## src/rtl/mem_slave_if.sv

```systemverilog
// Valid/ready memory bus between a requesting master and mem_slave.
//   wr_rd     : 1 = write, 0 = read (master -> slave)
//   addr      : word address (master -> slave)
//   wdata     : write data (master -> slave)
//   valid     : request, held stable until accepted (master -> slave)
//   ready     : slave can accept; handshake on valid && ready (slave -> master)
//   rdata     : read data, held until the next read completes (slave -> master)
//   rdata_vld : one-cycle strobe, rdata updated by a completed read (slave -> master)
interface mem_slave_if #(
  parameter int unsigned WIDTH      = 16,
  parameter int unsigned ADDR_WIDTH = 6
) ();

  logic                  wr_rd;
  logic [ADDR_WIDTH-1:0] addr;
  logic [WIDTH-1:0]      wdata;
  logic                  valid;
  logic                  ready;
  logic [WIDTH-1:0]      rdata;
  logic                  rdata_vld;

  modport master (
    output wr_rd, addr, wdata, valid,
    input  ready, rdata, rdata_vld
  );

  modport slave (
    input  wr_rd, addr, wdata, valid,
    output ready, rdata, rdata_vld
  );

endinterface

```

## src/rtl/mem_slave.sv

```systemverilog
// Memory-side responder: DEPTH x WIDTH storage behind a valid/ready bus. Every accepted
// request is latched, then executed after WAIT_CYCLES wait states during which ready is low.
//   clk : bus clock, all logic on posedge
//   res : synchronous active-high reset (clears storage, aborts any pending request)
//   bus : mem_slave_if slave modport (wr_rd/addr/wdata/valid in, ready/rdata/rdata_vld out)
module mem_slave #(
  parameter int unsigned WIDTH       = 16,
  parameter int unsigned DEPTH       = 64,
  parameter int unsigned ADDR_WIDTH  = $clog2(DEPTH),
  parameter int unsigned WAIT_CYCLES = 2
) (
  input logic        clk,
  input logic        res,
  mem_slave_if.slave bus
);

  localparam logic ST_IDLE = 1'b0;
  localparam logic ST_WAIT = 1'b1;

  // Counter loads WAIT_CYCLES-1 so the request executes on the edge where it reads 0.
  localparam logic [3:0] CNT_INIT = (WAIT_CYCLES > 0) ? 4'(WAIT_CYCLES - 1) : 4'd0;

  logic                  state_q, state_d;
  logic [3:0]            cnt_q, cnt_d;
  logic                  ready_q, ready_d;
  logic [WIDTH-1:0]      rdata_q, rdata_d;
  logic                  rdata_vld_q, rdata_vld_d;
  logic                  req_we_q, req_we_d;
  logic [ADDR_WIDTH-1:0] req_addr_q, req_addr_d;
  logic [WIDTH-1:0]      req_wdata_q, req_wdata_d;
  logic [WIDTH-1:0]      mem_q [DEPTH];
  logic [WIDTH-1:0]      mem_d [DEPTH];

  logic                  accept;
  logic                  exec;
  logic                  ex_we;
  logic [ADDR_WIDTH-1:0] ex_addr;
  logic [WIDTH-1:0]      ex_wdata;
  logic                  ex_in_range;
  logic [WIDTH-1:0]      rd_word;

  // ready_q gates acceptance, so the first cycle out of reset accepts nothing.
  assign accept = (state_q == ST_IDLE) && ready_q && bus.valid;

  // With no wait states the request executes on its accept edge straight from the bus.
  assign ex_we    = (WAIT_CYCLES == 0) ? bus.wr_rd : req_we_q;
  assign ex_addr  = (WAIT_CYCLES == 0) ? bus.addr  : req_addr_q;
  assign ex_wdata = (WAIT_CYCLES == 0) ? bus.wdata : req_wdata_q;

  // Widened compare stays meaningful when DEPTH is a power of two.
  assign ex_in_range = {1'b0, ex_addr} < (ADDR_WIDTH + 1)'(DEPTH);
  assign rd_word     = ex_in_range ? mem_q[ex_addr] : '0;

  always_comb begin
    state_d     = state_q;
    cnt_d       = cnt_q;
    req_we_d    = req_we_q;
    req_addr_d  = req_addr_q;
    req_wdata_d = req_wdata_q;
    exec        = 1'b0;

    unique case (state_q)
      ST_IDLE: begin
        if (accept) begin
          req_we_d    = bus.wr_rd;
          req_addr_d  = bus.addr;
          req_wdata_d = bus.wdata;
          if (WAIT_CYCLES == 0) begin
            exec = 1'b1;
          end else begin
            state_d = ST_WAIT;
            cnt_d   = CNT_INIT;
          end
        end
      end
      ST_WAIT: begin
        if (cnt_q == 4'd0) begin
          exec    = 1'b1;
          state_d = ST_IDLE;
        end else begin
          cnt_d = cnt_q - 4'd1;
        end
      end
      default: state_d = ST_IDLE;
    endcase
  end

  always_comb begin
    mem_d = mem_q;
    if (exec && ex_we && ex_in_range) begin
      mem_d[ex_addr] = ex_wdata;
    end
  end

  always_comb begin
    ready_d     = (state_d == ST_IDLE);
    rdata_vld_d = exec && !ex_we;
    rdata_d     = (exec && !ex_we) ? rd_word : rdata_q;
  end

  always_ff @(posedge clk) begin
    if (res) begin
      state_q     <= ST_IDLE;
      cnt_q       <= 4'd0;
      ready_q     <= 1'b0;
      rdata_q     <= '0;
      rdata_vld_q <= 1'b0;
      req_we_q    <= 1'b0;
      req_addr_q  <= '0;
      req_wdata_q <= '0;
      for (int i = 0; i < int'(DEPTH); i++) begin
        mem_q[i] <= '0;
      end
    end else begin
      state_q     <= state_d;
      cnt_q       <= cnt_d;
      ready_q     <= ready_d;
      rdata_q     <= rdata_d;
      rdata_vld_q <= rdata_vld_d;
      req_we_q    <= req_we_d;
      req_addr_q  <= req_addr_d;
      req_wdata_q <= req_wdata_d;
      mem_q       <= mem_d;
    end
  end

  assign bus.ready     = ready_q;
  assign bus.rdata     = rdata_q;
  assign bus.rdata_vld = rdata_vld_q;

endmodule

```

## src/flat_wrapper.sv

```systemverilog
// flat-port wrapper written by rule: the top's interface ports become plain ports
module mem_slave_flat 
#(
  parameter int unsigned WIDTH       = 16,
  parameter int unsigned DEPTH       = 64,
  parameter int unsigned ADDR_WIDTH  = $clog2(DEPTH),
  parameter int unsigned WAIT_CYCLES = 2
)
  (clk, res, bus_wr_rd, bus_addr, bus_wdata, bus_valid, bus_ready, bus_rdata, bus_rdata_vld);
  mem_slave_if #(.WIDTH(WIDTH), .ADDR_WIDTH(ADDR_WIDTH)) bus_i ();
  input logic clk;
  input logic res;
  input wire logic [$bits(bus_i.wr_rd)-1:0] bus_wr_rd;
  input wire logic [$bits(bus_i.addr)-1:0] bus_addr;
  input wire logic [$bits(bus_i.wdata)-1:0] bus_wdata;
  input wire logic [$bits(bus_i.valid)-1:0] bus_valid;
  output wire logic [$bits(bus_i.ready)-1:0] bus_ready;
  output wire logic [$bits(bus_i.rdata)-1:0] bus_rdata;
  output wire logic [$bits(bus_i.rdata_vld)-1:0] bus_rdata_vld;
  assign bus_i.wr_rd = bus_wr_rd;
  assign bus_i.addr = bus_addr;
  assign bus_i.wdata = bus_wdata;
  assign bus_i.valid = bus_valid;
  assign bus_ready = bus_i.ready;
  assign bus_rdata = bus_i.rdata;
  assign bus_rdata_vld = bus_i.rdata_vld;
  mem_slave #(.WIDTH(WIDTH), .DEPTH(DEPTH), .ADDR_WIDTH(ADDR_WIDTH), .WAIT_CYCLES(WAIT_CYCLES)) u_core (.clk(clk), .res(res), .bus(bus_i));
endmodule
```

## config.mk

```make
export PLATFORM = sky130hd
export DESIGN_NAME = mem_slave_flat
export DESIGN_NICKNAME = d
export VERILOG_FILES = /design/src/rtl/mem_slave_if.sv /design/src/rtl/mem_slave.sv /design/src/flat_wrapper.sv
export SDC_FILE = /design/constraint.sdc
export NUM_CORES = 2
export LEC_CHECK = 0
export CAP_MARGIN = 20
export CORE_MARGIN = 2
export CORE_UTILIZATION = 34
export CTS_BUF_LIST = sky130_fd_sc_hd__clkbuf_8
export CTS_CLUSTER_SIZE = 24
export DETAILED_ROUTE_END_ITERATION = 7
export REMOVE_ABC_BUFFERS = 1
export SLEW_MARGIN = 40
export SYNTH_ARGS = -nofsm -noshare
export SYNTH_HDL_FRONTEND = slang
export SYNTH_SLANG_ARGS = --single-unit
```

## constraint.sdc

```tcl
create_clock -name clk -period 2.49 [get_ports clk]
set_clock_uncertainty 0.05 [all_clocks]
set_input_delay 0.498 -clock clk [delete_from_list [all_inputs] [get_ports clk]]
set_output_delay 0.498 -clock clk [all_outputs]
set_load 0.02 [all_outputs]
```

==> flow_summary.ini <==
[outcome]
outcome = finished with violations
violations = negative setup slack

[placement]
dp.cells = 7711
place_hpwl_um = 127000
io_buffers = 43
pre_cts_ws_ns = -0.608
routabilityCongestion = 0.988

[clock_network]
clock-root-buffer = clkbuf_8
cts_tree = yes
clkTransAtPathRegs_ns = 0.06
cts.sinks = 1070
clkLatencyLatePin_ns = 0.93
cts_buffers = 183
htree_levels = 4
clk_path_buf_depth = 3

[detailed_routing]
vias_per_cell = 5.78
drc_errors = 0
first_iter_violations = 6606
dr_total_vias = 47088
wl_um = 204000
ant_nets = 0
avgRoutedWirePerCell_um = 25.1
dr.max_layer_used = met5
wl_met2_um = 86100
dr.pass1.iters = 8
wl_met3_um = 24700
wirelength_met1_um = 82500

[worst_setup_path]
crit_buf_inv = 3
critPathMaxFanout = 6
crit_arrival_ns = 3.41
r2r_start = u_core.ex_addr[2]
crit_required_ns = 3.20
slowest_delay_ns = 0.71
cp_slowest_cell = a222oi_1
reg2reg_slack_ns = -0.21
r2r-end = u_core.bus.rdata[1]
crit_path_end_kind = flop
startpoint_type = flop
critical_path_class = reg -> reg
cp_top_family = compound AO/OA/AOI/OAI gates
r2r_cells = 8
crit_chain = buf_12, buf_16, mux2_4, a221o_1, o2bb2ai_4, a222oi_1, buf_4, a211oi_2

[synthesis]
synth_common_cells = 1837 x nand2_1, 1114 x a21oi_1, 1070 x dfxtp_1, 378 x nand3_1, 361 x clkbuf_1
synth_cell_types = 76
synth_enable_flop_cells = 0
synth_warnings = 0
ys.flop_type = dfxtp_1
avgSynthCellArea_sq_um = 7.86
ys_seq_area_share_pct = 46.2
synth_area_leaders = dfxtp_1 46%, nand2_1 15%, a21oi_1 12%, nand3_1 4.1%, a221oi_1 3.1%
syn_inst = 5893
ys_async_sr_fraction_pct = 0
ys_ff_latch = 1070
synth_top_area_share_pct = 46.2
netlist_area_sq_um = 46300
yosysMostFrequentCell = nand2_1
synth_top_area_cell = dfxtp_1

[die]
die_y_um = 373
die_area_sq_um = 139000
num_io_pins = 44
start_util_pct = 34.2
fp.dieW_um = 373
num_rows = 135
core_sq_um = 135000

[worst_hold_path]
hold_path_depth = 3
hold_path_startpoint = bus_wdata[13]
hold_end = u_core.ex_wdata[13]
hp-class = in -> reg

[timing]
slew_viol_final = 0
finalCritPeriodShare_pct = 109
tightestPinTransition_ns = 0.747
rsz0062_at_grt = true
period_needed_ns = 2.70
setup_viol = 12
max_clock_freq_mhz = 370
final-hold-violation-count = 0
slew-limit-headroom_pct = 50.2
layout_setup_ws_ns = -0.212

[global_route]
grt_max_degree = 117
track_usage_pct = 27.9
antenna_found_initial = 4
overflow = 0
grt_first_pass_wirelength_um = 294000
grt_pass1_vias = 43611

[cells_and_area]
drive_gt1_share_pct = 21.0
final_net_count = 6243
finalNonFillerCells = 8142
area_delta_synth_final_pct = 27.0

[power]
power_density_nw_per_um2 = 623
p_leak_uw = 0.0197
ir_worst_vdd_mv = 0.656

[flow_run]
cap_violations = 0
==> cells by family (layout without fill, tap and decap cells) <==
kind of cell    Yosys count  in the layout  synth area share [%]
flops                  1070           1070                  46.2
fa+ha+maj                 2              2                0.0540
simple gates           2408           2408                  21.0
buf+inv                 594           1060                  5.80
xor+xnor                  2              2                0.0378
mux                     242            242                  7.01
compound gates         1575           1575                  19.9
other cells               0              2                     0
==> tightest hold or removal path, delay by kind of cell <==
kind                   cells  cell delay, ns
buffers and inverters      1            0.39
AND/OR/NAND/NOR            1            0.06
AO/OA/AOI/OAI              1            0.05
==> state kept, by name, summed over array words and instances, names as in the netlist <==
| signal | flops |
|---|---|
| u_core.bus.rdata_vld | 1 |
| u_core.bus.ready | 1 |
| u_core.ex_wdata | 16 |
| u_core.bus.rdata | 16 |
| u_core.cnt_q | 4 |
| u_core.ex_addr | 6 |
| u_core.state_q | 1 |
| u_core.ex_we | 1 |
| u_core.mem_q | 1024 |
==> repair_timing <==
action / in CTS / in global routing
hold buffers: 1 / 0
gates resized for setup: 180 / 181
cloned: 7 / 9
buffers inserted: 57 / 36
pin swaps: 50 / 81
endpoints found under the hold margin: 10 / 0
endpoints found under the setup margin: 103 / 539
==> metrics by stage <==
step / total power (uW) / utilization [%] / area, sq um / hold slack, ns / setup TNS, ns
global route: 37600 / 43.5 / 58900 / 0.0604 / -1.71
global placement: 20500 / 38.7 / 52400 / 0.387 / -5.60
CTS: 36500 / 42.5 / 57500 / 0.0239 / -0.583
detailed placement: 20500 / 38.8 / 52400 / 0.394 / -5.59
floorplan: 18600 / - / 43700 / 0.375 / -8115.49
finish: 36700 / 43.5 / 58900 / 0.0823 / -1.08
==> area by class of cell <==
class	count	area, sq um
Multi-Input combinational cell	4229	23500
Clock inverter	99	465
Sequential cell	1070	21500
Timing Repair Buffer	726	7970
Clock buffer	230	3170
Fill cell	13146	76400
Antenna cell	2	5.00
Inverter	5	22.5
Tap cell	1781	2230
==> worst max path at each step <==
stage | depth (start not counted) | start | to | slack [ns]
after floorplan | 5 | u_core.ex_addr[2] | u_core.mem_q[176] | -14.47
after global placement | 7 | u_core.ex_addr[1] | u_core.bus.rdata[5] | -0.54
after detailed placement | 7 | u_core.ex_addr[1] | u_core.bus.rdata[5] | -0.61
after CTS | 11 | u_core.ex_addr[2] | u_core.bus.rdata[1] | -0.20
after global routing | 11 | u_core.ex_addr[2] | u_core.bus.rdata[3] | -0.16
final | 8 | u_core.ex_addr[2] | u_core.bus.rdata[1] | -0.21
==> routing by layer <==
| metal | vias to the layer above | global-route usage [%] |
|---|---|---|
| met5 | - | 0 |
| met1 | 22674 | 37.4 |
| li1 | 20981 | - |
| met3 | 577 | 7.91 |
| met4 | 2 | 14.0 |
| met2 | 2854 | 40.7 |
==> cell usage in the layout, fill, tap and decap left out, drive strengths merged, types with 14 or more instances in the layout <==
cell,Yosys,layout
dfxtp,1070,1070
o21ai,49,49
clkbuf,361,238
a22o,23,23
a21oi,1114,1114
nand2,1840,1840
a22oi,81,81
inv,5,85
clkinv,0,14
a221oi,167,167
nand3,378,378
o22ai,44,44
mux4,53,53
clkdlybuf4s50,0,26
buf,228,672
a221o,18,18
mux2,117,117
nor2,135,135
mux2i,72,72
dlygate4sd2,0,16
==> power breakdown <==
part	internal (uW)	total (uW)	switching (uW)
clock network	8300	16000	7710
registers	17200	17300	123
logic	1160	3350	2190
(Power assumes the default switching activity.)
